<file path="config.mk">
export PLATFORM = sky130hd
export DESIGN_NAME = clock_monitor
export DESIGN_NICKNAME = d
export VERILOG_FILES = /design/src/rtl/clock_monitor_pkg.sv /design/src/rtl/sync_edge_detect.sv /design/src/rtl/clock_monitor.sv
export SDC_FILE = /design/constraint.sdc
export NUM_CORES = 1
export LEC_CHECK = 0
export ABC_AREA = 1
export CORE_ASPECT_RATIO = 0.7
export CORE_UTILIZATION = 48
export DETAILED_ROUTE_END_ITERATION = 6
export HOLD_SLACK_MARGIN = 0.15
export PLACE_DENSITY = 0.8
export SYNTH_ARGS = -nofsm -noshare
export SYNTH_HDL_FRONTEND = slang
export SYNTH_SLANG_ARGS = --single-unit
</file>
<file path="constraint.sdc">
create_clock -name clk -period 1.5 [get_ports clk]
set_clock_uncertainty 0.05 [all_clocks]
set_input_delay 0.15 -clock clk [delete_from_list [all_inputs] [get_ports clk]]
set_output_delay 0.15 -clock clk [all_outputs]
set_load 0.005 [all_outputs]
</file>
<file path="src/rtl/clock_monitor_pkg.sv">
// Shared types and helpers for the monitored-clock checker.
// Latency: n/a (declarations only).
// Backpressure: n/a.
package clock_monitor_pkg;

    typedef enum logic [1:0] {
        IDLE  = 2'd0,
        ARM   = 2'd1,
        RUN   = 2'd2,
        STUCK = 2'd3
    } mon_state_t;

    localparam int DEF_SYNC_STAGES = 2;
    localparam int DEF_CNT_W       = 16;
    localparam int DEF_TIMEOUT     = 64;

    // Widest counter the helper below can saturate.
    localparam int SAT_MAX_W = 32;

    // Increment v, clamping at the all-ones value of a w-bit counter.
    function automatic logic [SAT_MAX_W-1:0] sat_inc(input logic [SAT_MAX_W-1:0] v,
                                                     input int w);
        logic [SAT_MAX_W-1:0] lim;
        lim = (SAT_MAX_W'(1) << w) - SAT_MAX_W'(1);
        return (v >= lim) ? lim : v + SAT_MAX_W'(1);
    endfunction

endpackage

</file>
<file path="src/rtl/sync_edge_detect.sv">
// Synchronizes an async level into clk and flags its rising/falling edges.
// Latency: an input edge shows on rise/fall SYNC_STAGES clk edges later (combinational from flops).
// Backpressure: none; every sampled edge is reported for exactly one cycle.
module sync_edge_detect #(
    parameter int SYNC_STAGES = 2   // at least 2 for metastability settling
) (
    input  logic clk,
    input  logic reset_n,
    input  logic async_in,
    output logic level,
    output logic rise,
    output logic fall
);

    logic [SYNC_STAGES-1:0] sync_q;
    logic                   level_d;

    // Shift the async input through the synchronizer and keep the previous synced level.
    always_ff @(posedge clk or negedge reset_n) begin
        if (!reset_n) begin
            sync_q  <= '0;
            level_d <= 1'b0;
        end else begin
            sync_q  <= {sync_q[SYNC_STAGES-2:0], async_in};
            level_d <= sync_q[SYNC_STAGES-1];
        end
    end

    assign level = sync_q[SYNC_STAGES-1];
    assign rise  = level & ~level_d;
    assign fall  = ~level & level_d;

endmodule

</file>
<file path="src/rtl/clock_monitor.sv">
// Measures period/high time of an async monitored clock, counts its edges, flags a stopped clock.
// Latency: mon_clk edge to registered outputs is SYNC_STAGES+1 clk edges.
// Backpressure: none; period_valid is a single-cycle pulse with no ready.
module clock_monitor
    import clock_monitor_pkg::*;
#(
    parameter int SYNC_STAGES = DEF_SYNC_STAGES,
    parameter int CNT_W       = DEF_CNT_W,
    parameter int TIMEOUT     = DEF_TIMEOUT
) (
    input  logic             clk,
    input  logic             reset_n,
    input  logic             enable,
    input  logic             mon_clk,
    output logic             running,
    output logic             stuck,
    output logic [CNT_W-1:0] period,
    output logic [CNT_W-1:0] high_time,
    output logic             period_valid,
    output logic [CNT_W-1:0] edge_count
);

    // The synced level itself is not needed here; only its edges matter.
    logic mon_level_unused;
    logic mon_rise;
    logic mon_fall;

    sync_edge_detect #(
        .SYNC_STAGES (SYNC_STAGES)
    ) u_sync (
        .clk      (clk),
        .reset_n  (reset_n),
        .async_in (mon_clk),
        .level    (mon_level_unused),
        .rise     (mon_rise),
        .fall     (mon_fall)
    );

    mon_state_t       state;
    logic [CNT_W-1:0] cnt;
    logic [CNT_W-1:0] cnt_inc;
    logic [CNT_W-1:0] ec_inc;
    logic             timeout_hit;

    // cnt_inc doubles as the measured interval: cnt counts cycles since the last edge minus one.
    assign cnt_inc     = CNT_W'(sat_inc(SAT_MAX_W'(cnt), CNT_W));
    assign ec_inc      = CNT_W'(sat_inc(SAT_MAX_W'(edge_count), CNT_W));
    assign timeout_hit = (cnt >= CNT_W'(TIMEOUT - 1));

    // Monitor FSM with interval counter and all registered outputs.
    always_ff @(posedge clk or negedge reset_n) begin
        if (!reset_n) begin
            state        <= IDLE;
            cnt          <= '0;
            running      <= 1'b0;
            stuck        <= 1'b0;
            period       <= '0;
            high_time    <= '0;
            period_valid <= 1'b0;
            edge_count   <= '0;
        end else begin
            period_valid <= 1'b0;
            if (!enable) begin
                // Disable wins over any edge or timeout; measurements are kept for status reads.
                state   <= IDLE;
                cnt     <= '0;
                running <= 1'b0;
                stuck   <= 1'b0;
            end else begin
                case (state)
                    IDLE: begin
                        state      <= ARM;
                        cnt        <= '0;
                        edge_count <= '0;
                    end
                    default: begin
                        cnt <= mon_rise ? '0 : cnt_inc;
                        if (mon_rise) begin
                            edge_count <= ec_inc;
                            state      <= RUN;
                            running    <= 1'b1;
                            stuck      <= 1'b0;
                            // Only a rise that closes an interval started in RUN is a valid period;
                            // the first edge after arming or an outage has no clean start point.
                            if (state == RUN) begin
                                period       <= cnt_inc;
                                period_valid <= 1'b1;
                            end
                        end else if (state != STUCK && timeout_hit) begin
                            state   <= STUCK;
                            running <= 1'b0;
                            stuck   <= 1'b1;
                        end
                        if (state == RUN && mon_fall) begin
                            high_time <= cnt_inc;
                        end
                    end
                endcase
            end
        end
    end

endmodule

</file>
=== After elaboration in Yosys (flattened, before gate mapping) ===
Cells that the tools add are included.

* Input bits: 4
* Bits in registers: 72

* $add $sub $neg: 2
* Equality and inequality tests: 5
* Muxes and demuxes: 23
* Bitwise operators: 5
* $lt $le $gt $ge: 3
* Reduce and logical (&&, ||, !) cells: 8

{| class="wikitable"
|+ Operator list
! kind !! count
|-
| two-way mux 16 bit || 7
|-
| adder 16 x 1 -> 16 bit (second input constant) || 2
|-
| >= comparator 16 bit (second input constant) || 2
|-
| >= comparator 16 x 6 -> 1 bit (second input constant) || 1
|-
| two-way mux 1 bit || 12
|-
| two-way mux 2 bit || 4
|-
| != test 2 bit (second input constant) || 2
|-
| != test 4 x 1 -> 1 bit (second input constant) || 1
|-
| AND reduction 2 bit || 2
|-
| AND reduction 4 bit || 1
|-
| != test 3 x 1 -> 1 bit (second input constant) || 1
|-
| NOT 1 bit || 3
|-
| AND reduction 3 bit || 1
|-
| bitwise AND 1 bit || 2
|-
| == test 2 bit (second input constant) || 1
|-
| logical AND 1 bit || 2
|-
| logical NOT 2 bit || 1
|-
| nonzero test 2 bit || 1
|}

=== Logic depth before layout (Yosys ltp) ===
Gate-level depths: netlist of run 1.

* Depth in word-level cells: 6
* Mapped depth: 10
* Depth with buffers taken out: 10

=== Cells and area by module ===
Synthesis of run 1 repeated with hierarchy kept, for this count alone.

* Cell total of the unflattened synthesis: 456
* Area, all modules: 3529.6 um^2

{| class="wikitable"
|+ Modules (own cells, without submodules)
! module !! area each (um^2) !! seq. area each (um^2) !! cells an instance !! times used
|-
| clock_monitor || 3439.5 || 1726.7 || 449 || 1
|-
| sync_edge_detect || 90.1 || 75.1 || 7 || 1
|}

=== Worst setup path before layout of run 1 ===
OpenSTA, ideal clock, no wires.

* Path kind: reg-to-reg
* From: register cnt[0]
* To: register high_time[8]
* Slack: -57 ps
* Period minus slack after synthesis: 1557 ps
* Stages on the path, launching flop included: 9
* Arrival time: 1390 ps
* Data required time: 1333 ps
* Path buffers: 0
* Path through: dfrtp_1 > ha_1 > nand2_1 > nor2_2 > nand2_2 > xor2_1 > nand2_1 > nand2_1 > nand2_1

* Longest elaborated chain between the ends: 2

{| class="wikitable"
|+ Ends and longest elaborated chain
! element !! line !! text
|-
| from (decl) || clock_monitor.sv:40 || <nowiki>logic [CNT_W-1:0] cnt;</nowiki>
|-
| from (signal assigned) || clock_monitor.sv:77 || <nowiki>cnt <= mon_rise ? '0 : cnt_inc;</nowiki>
|-
| adder 16 x 1 -> 16 bit / >= comparator 16 bit (equally long branches) || clock_monitor_pkg.sv:25 || <nowiki>return (v >= lim) ? lim : v + SAT_MAX_W'(1);</nowiki>
|-
| two-way mux 16 bit (*) || clock_monitor_pkg.sv:25 ||
|-
| to (signal assigned) || clock_monitor.sv:95 || <nowiki>high_time <= cnt_inc;</nowiki>
|-
| to (decl) || clock_monitor.sv:18 || <nowiki>output logic [CNT_W-1:0] high_time,</nowiki>
|}

Mark *: on every way between the ends. The rest lies on a longest branch, timed or not.
A chain may end at the register's enable or synchronous reset.

=== Worst setup path after layout of run 1 ===
* From: register cnt[0]
* To: register high_time[14]

Same word-level chain as after synthesis.

==> flow_metrics.py, run 1 <==
metrics = {
    "critical_path": {
        "path_max_fanout": 4,
        "crit_type": "register to register",
        "cp-end-kind": "register",
        "cp-start-kind": "register",
        "cp.arrival_ps": 1750,
        "cp_cell_sequence": "ha_4 -> nand2_4 -> nor2_4 -> nand2_4 -> nor2_4 -> nand2_1 -> nand2_2 -> nand2_2 -> nand2_1 -> nand2_1",
        "critPathMaxStageDelay_ps": 410,
        "critPathSlowestCell": "dfrtp_1",
        "required_ps": 1680,
        "path_common_cell": "nand2_1",
    },
    "clock_network": {
        "cts_buffer_depth": 2,
        "cts_root_buf": "clkbuf_8",
        "cts_max_level": 3,
        "cts_buffers": 9,
        "clk_latency_ps": 350,
        "clock-sinks": 72,
        "clk_pin_slew_worst_paths_ps": 70,
        "cts_tree": "done",
    },
    "pwr": {
        "switching_share_pct": 26.58,
        "power_density_nw_per_um2": 819.4,
        "p_clk_share_pct": 32.2,
        "power_frac_comb_pct": 16.3,
        "p_leak_nw": 2.609,
        "p_seq_share_pct": 51.5,
        "p_sw_mw": 1.109,
        "power.total_mw": 4.171,
        "ir_worst_vdd_uv": 947.4,
        "internal_power_mw": 3.062,
    },
    "logic_synthesis": {
        "synthTopCellsByArea": "dfrtp_1 (51%), nand2_1 (17%), inv_1 (4.1%), nand3_1 (3.8%), nor2_1 (3.7%)",
        "async_flop_share_pct": 100.0,
        "synth_seq_cells": 72,
        "synth_common_cells": "nand2_1 (160), dfrtp_1 (72), inv_1 (39)",
        "synth_area_um2": 3536,
        "synth_top_flop_cell": "dfrtp_1",
        "netlist.area_leader.share_pct": 50.96,
        "synth_top_cell_by_area": "dfrtp_1",
        "synth_cell_types": 31,
        "synthCells": 441,
        "syn-num-nets": 447,
        "synth_edf_count": 0,
        "synth.most_common_cell": "nand2_1",
        "synth_area_per_cell_um2": 8.018,
        "yosysWarnings": 0,
        "synth_seq_area_share_pct": 50.96,
    },
    "sta": {
        "slew_violations": 0,
        "finalHoldViolCount": 0,
        "min_period_ps": 1566,
        "setup_viol": 53,
        "worst_slack_ps": -66.46,
        "fmax_mhz": 638.4,
        "slew_headroom_pct": 72.25,
        "grt_setup_unrepaired": "yes",
        "fin_crit_sh_pct": 104.4,
        "hold_slack_ps": 207.0,
        "worstMarginPinSlew_ps": 414.0,
    },
    "placed_design": {
        "dp_hpwl_mm": 6.117,
        "post-place-ws_ps": -161.3,
        "gp_congestion": 0.8859,
        "portBuffers": 54,
    },
    "cells_and_area": {
        "fin_nets": 556,
        "drive_above_1_share_pct": 28.80,
        "post-route-util_pct": 73.30,
        "fillers": 501,
        "antenna_cells": 0,
        "syn_to_final_growth_pct": 43.95,
    },
    "routing": {
        "route.detailed.wl_per_inst_um": 16.65,
        "viasPerCell": 5.466,
        "drt_wl_total_mm": 10.76,
        "firstDrtPassIters": 5,
        "postRouteAntennaNets": 0,
        "first_iter_violations": 362,
        "vias": 3531,
        "drc": 0,
    },
    "grt": {
        "grt_pass1_vias": 3185,
        "antenna_found_initial": 0,
        "grt_pass1_wl_mm": 15.26,
        "track_usage_pct": 25.57,
        "grt_overflow_total": 0,
        "grt_start_max_net_pins": 73,
    },
    "die": {
        "ios": 55,
        "die_h_um": 73.81,
        "dieArea_um2": 7719,
        "die_w_um": 104.6,
        "core_area_um2": 6944,
        "initial_core_util_pct": 50.92,
        "num_rows": 25,
    },
    "status": {
        "status": "finished, violations left",
        "violations": "negative setup slack",
    },
    "job": {
        "drv_cap": 0,
    },
    "hold_path": {
        "min_path_type": "input pin to register",
    },
}
## stage by stage
stage / instance area, um^2 / TNS, ps / std cells
global placement: 4387 / -478.1 / 611
finish: 5090 / -1401 / 646
detailed placement: 4387 / -3746 / 611
global route: 5090 / -6435 / 646
floorplan: 3541 / -7.394 / 441
CTS: 4725 / -14.69 / 636
## final timing paths
check	startpoint	end	slack, ps	depth (start not counted)
max in group asynchronous	reset_n	edge_count[0]$_DFFE_PN0P_	780	3
worst min register to register	u_sync.sync_q[0]$_DFF_PN0_	u_sync.sync_q[1]$_DFF_PN0_	300	0
worst min-delay path	mon_clk	u_sync.sync_q[0]$_DFF_PN0_	210	1
min in group asynchronous	reset_n	period[11]$_DFFE_PN0P_	320	3
worst max register to register	cnt[0]$_DFF_PN0_	high_time[14]$_DFFE_PN0P_	-70	10
worst max-delay path	cnt[0]$_DFF_PN0_	high_time[14]$_DFFE_PN0P_	-70	10
## critical path, delay by kind of cell (launching register included)
kind	cells	cell delay (ps)
adders and majority gates	1	170
DFF	1	410
and+or+nand+nor	9	840
## placed cells by master (no fill, tap or decap), types with 2 or more instances in the layout
| cell type | Yosys | layout |
|---|---|---|
| o21ai_0 | 22 | 9 |
| inv_2 | 8 | 12 |
| a31oi_2 | 1 | 2 |
| nand3_4 | 1 | 5 |
| buf_4 | 0 | 43 |
| buf_6 | 2 | 5 |
| nor2_1 | 35 | 29 |
| clkdlybuf4s50_1 | 0 | 44 |
| nand2_2 | 7 | 17 |
| buf_12 | 0 | 3 |
| inv_1 | 39 | 34 |
| nor3_4 | 1 | 2 |
| a31oi_4 | 0 | 2 |
| a21oi_2 | 3 | 6 |
| nand2_1 | 160 | 144 |
| a31oi_1 | 6 | 3 |
| dlygate4sd2_1 | 0 | 8 |
| nand4_1 | 4 | 4 |
| nand3_1 | 27 | 16 |
| o21ai_2 | 0 | 11 |
| o211ai_1 | 4 | 4 |
| nand3_2 | 1 | 9 |
| nor3_2 | 1 | 2 |
| dfrtp_1 | 72 | 72 |
| o21ai_1 | 10 | 12 |
| nor2_4 | 1 | 6 |
| nand2_4 | 0 | 6 |
| xor2_1 | 7 | 7 |
| clkbuf_8 | 0 | 11 |
| nor2_2 | 7 | 8 |
## state kept, by name, indices dropped and copies added, names as in the netlist
register,count
edge_count,16
u_sync.sync_q,2
high_time,16
state,2
period,16
cnt,16
period_valid,1
running,1
u_sync.level_d,1
stuck,1
## power groups by stage
| stage | logic, mW | clock network (mW) | registers, mW |
|---|---|---|---|
| detailed placement | 0.574 | 0 | 2.17 |
| global route | 0.732 | 1.43 | 2.15 |
| CTS | 0.579 | 1.36 | 2.14 |
| finish | 0.681 | 1.34 | 2.15 |
| floorplan | 0.200 | 0 | 2.17 |
| global placement | 0.555 | 0 | 2.16 |
## cell type report
cell class	count	area (um^2)	area share (%)
multi-input combinational	313	1829	35.94
clock buffer	12	155.1	3.048
tap	94	117.6	2.311
inverter	47	178.9	3.515
sequential	72	1802	35.40
clock inverter	1	5.005	0.09833
timing repair buffer	107	1002	19.69
## routing by layer
metal	share of wire, %	GRT usage, %
met2	46	38.78
met1	42	36.18
met4	3.0	9.233
met3	8.2	5.856
met5	0	0
## kinds of logic (layout without fill, tap and decap cells)
family	after synthesis	in the layout	share of synthesized area (%)
xor+xnor	9	9	2.229
fa+ha+maj	2	2	0.7076
simple gates	250	251	30.82
buf+inv	57	167	7.042
compound gates	51	51	8.245
flops	72	72	50.96
## repair_timing
action | CTS | global route
setup buffers | 10 | 8
hold endpoints to repair | 72 | 0
hold buffers | 1 | 0
setup endpoints to repair | 64 | 69
cloned | 1 | 2
pin swaps | 3 | 24
gates resized for setup | 28 | 82
Note: power is estimated with default switching activity, not from simulation.
==> inputs of run 2 (changes only) <==
--- a/config.mk
+++ b/config.mk
@@ -8,6 +8,7 @@
 export ABC_AREA = 1
 export CORE_ASPECT_RATIO = 0.7
 export CORE_UTILIZATION = 48
+export CTS_CLUSTER_DIAMETER = 120
 export DETAILED_ROUTE_END_ITERATION = 6
 export HOLD_SLACK_MARGIN = 0.15
 export PLACE_DENSITY = 0.8
==> results of run 2 <==
The final DEF is identical to that of run 1; final timing and power are the same.
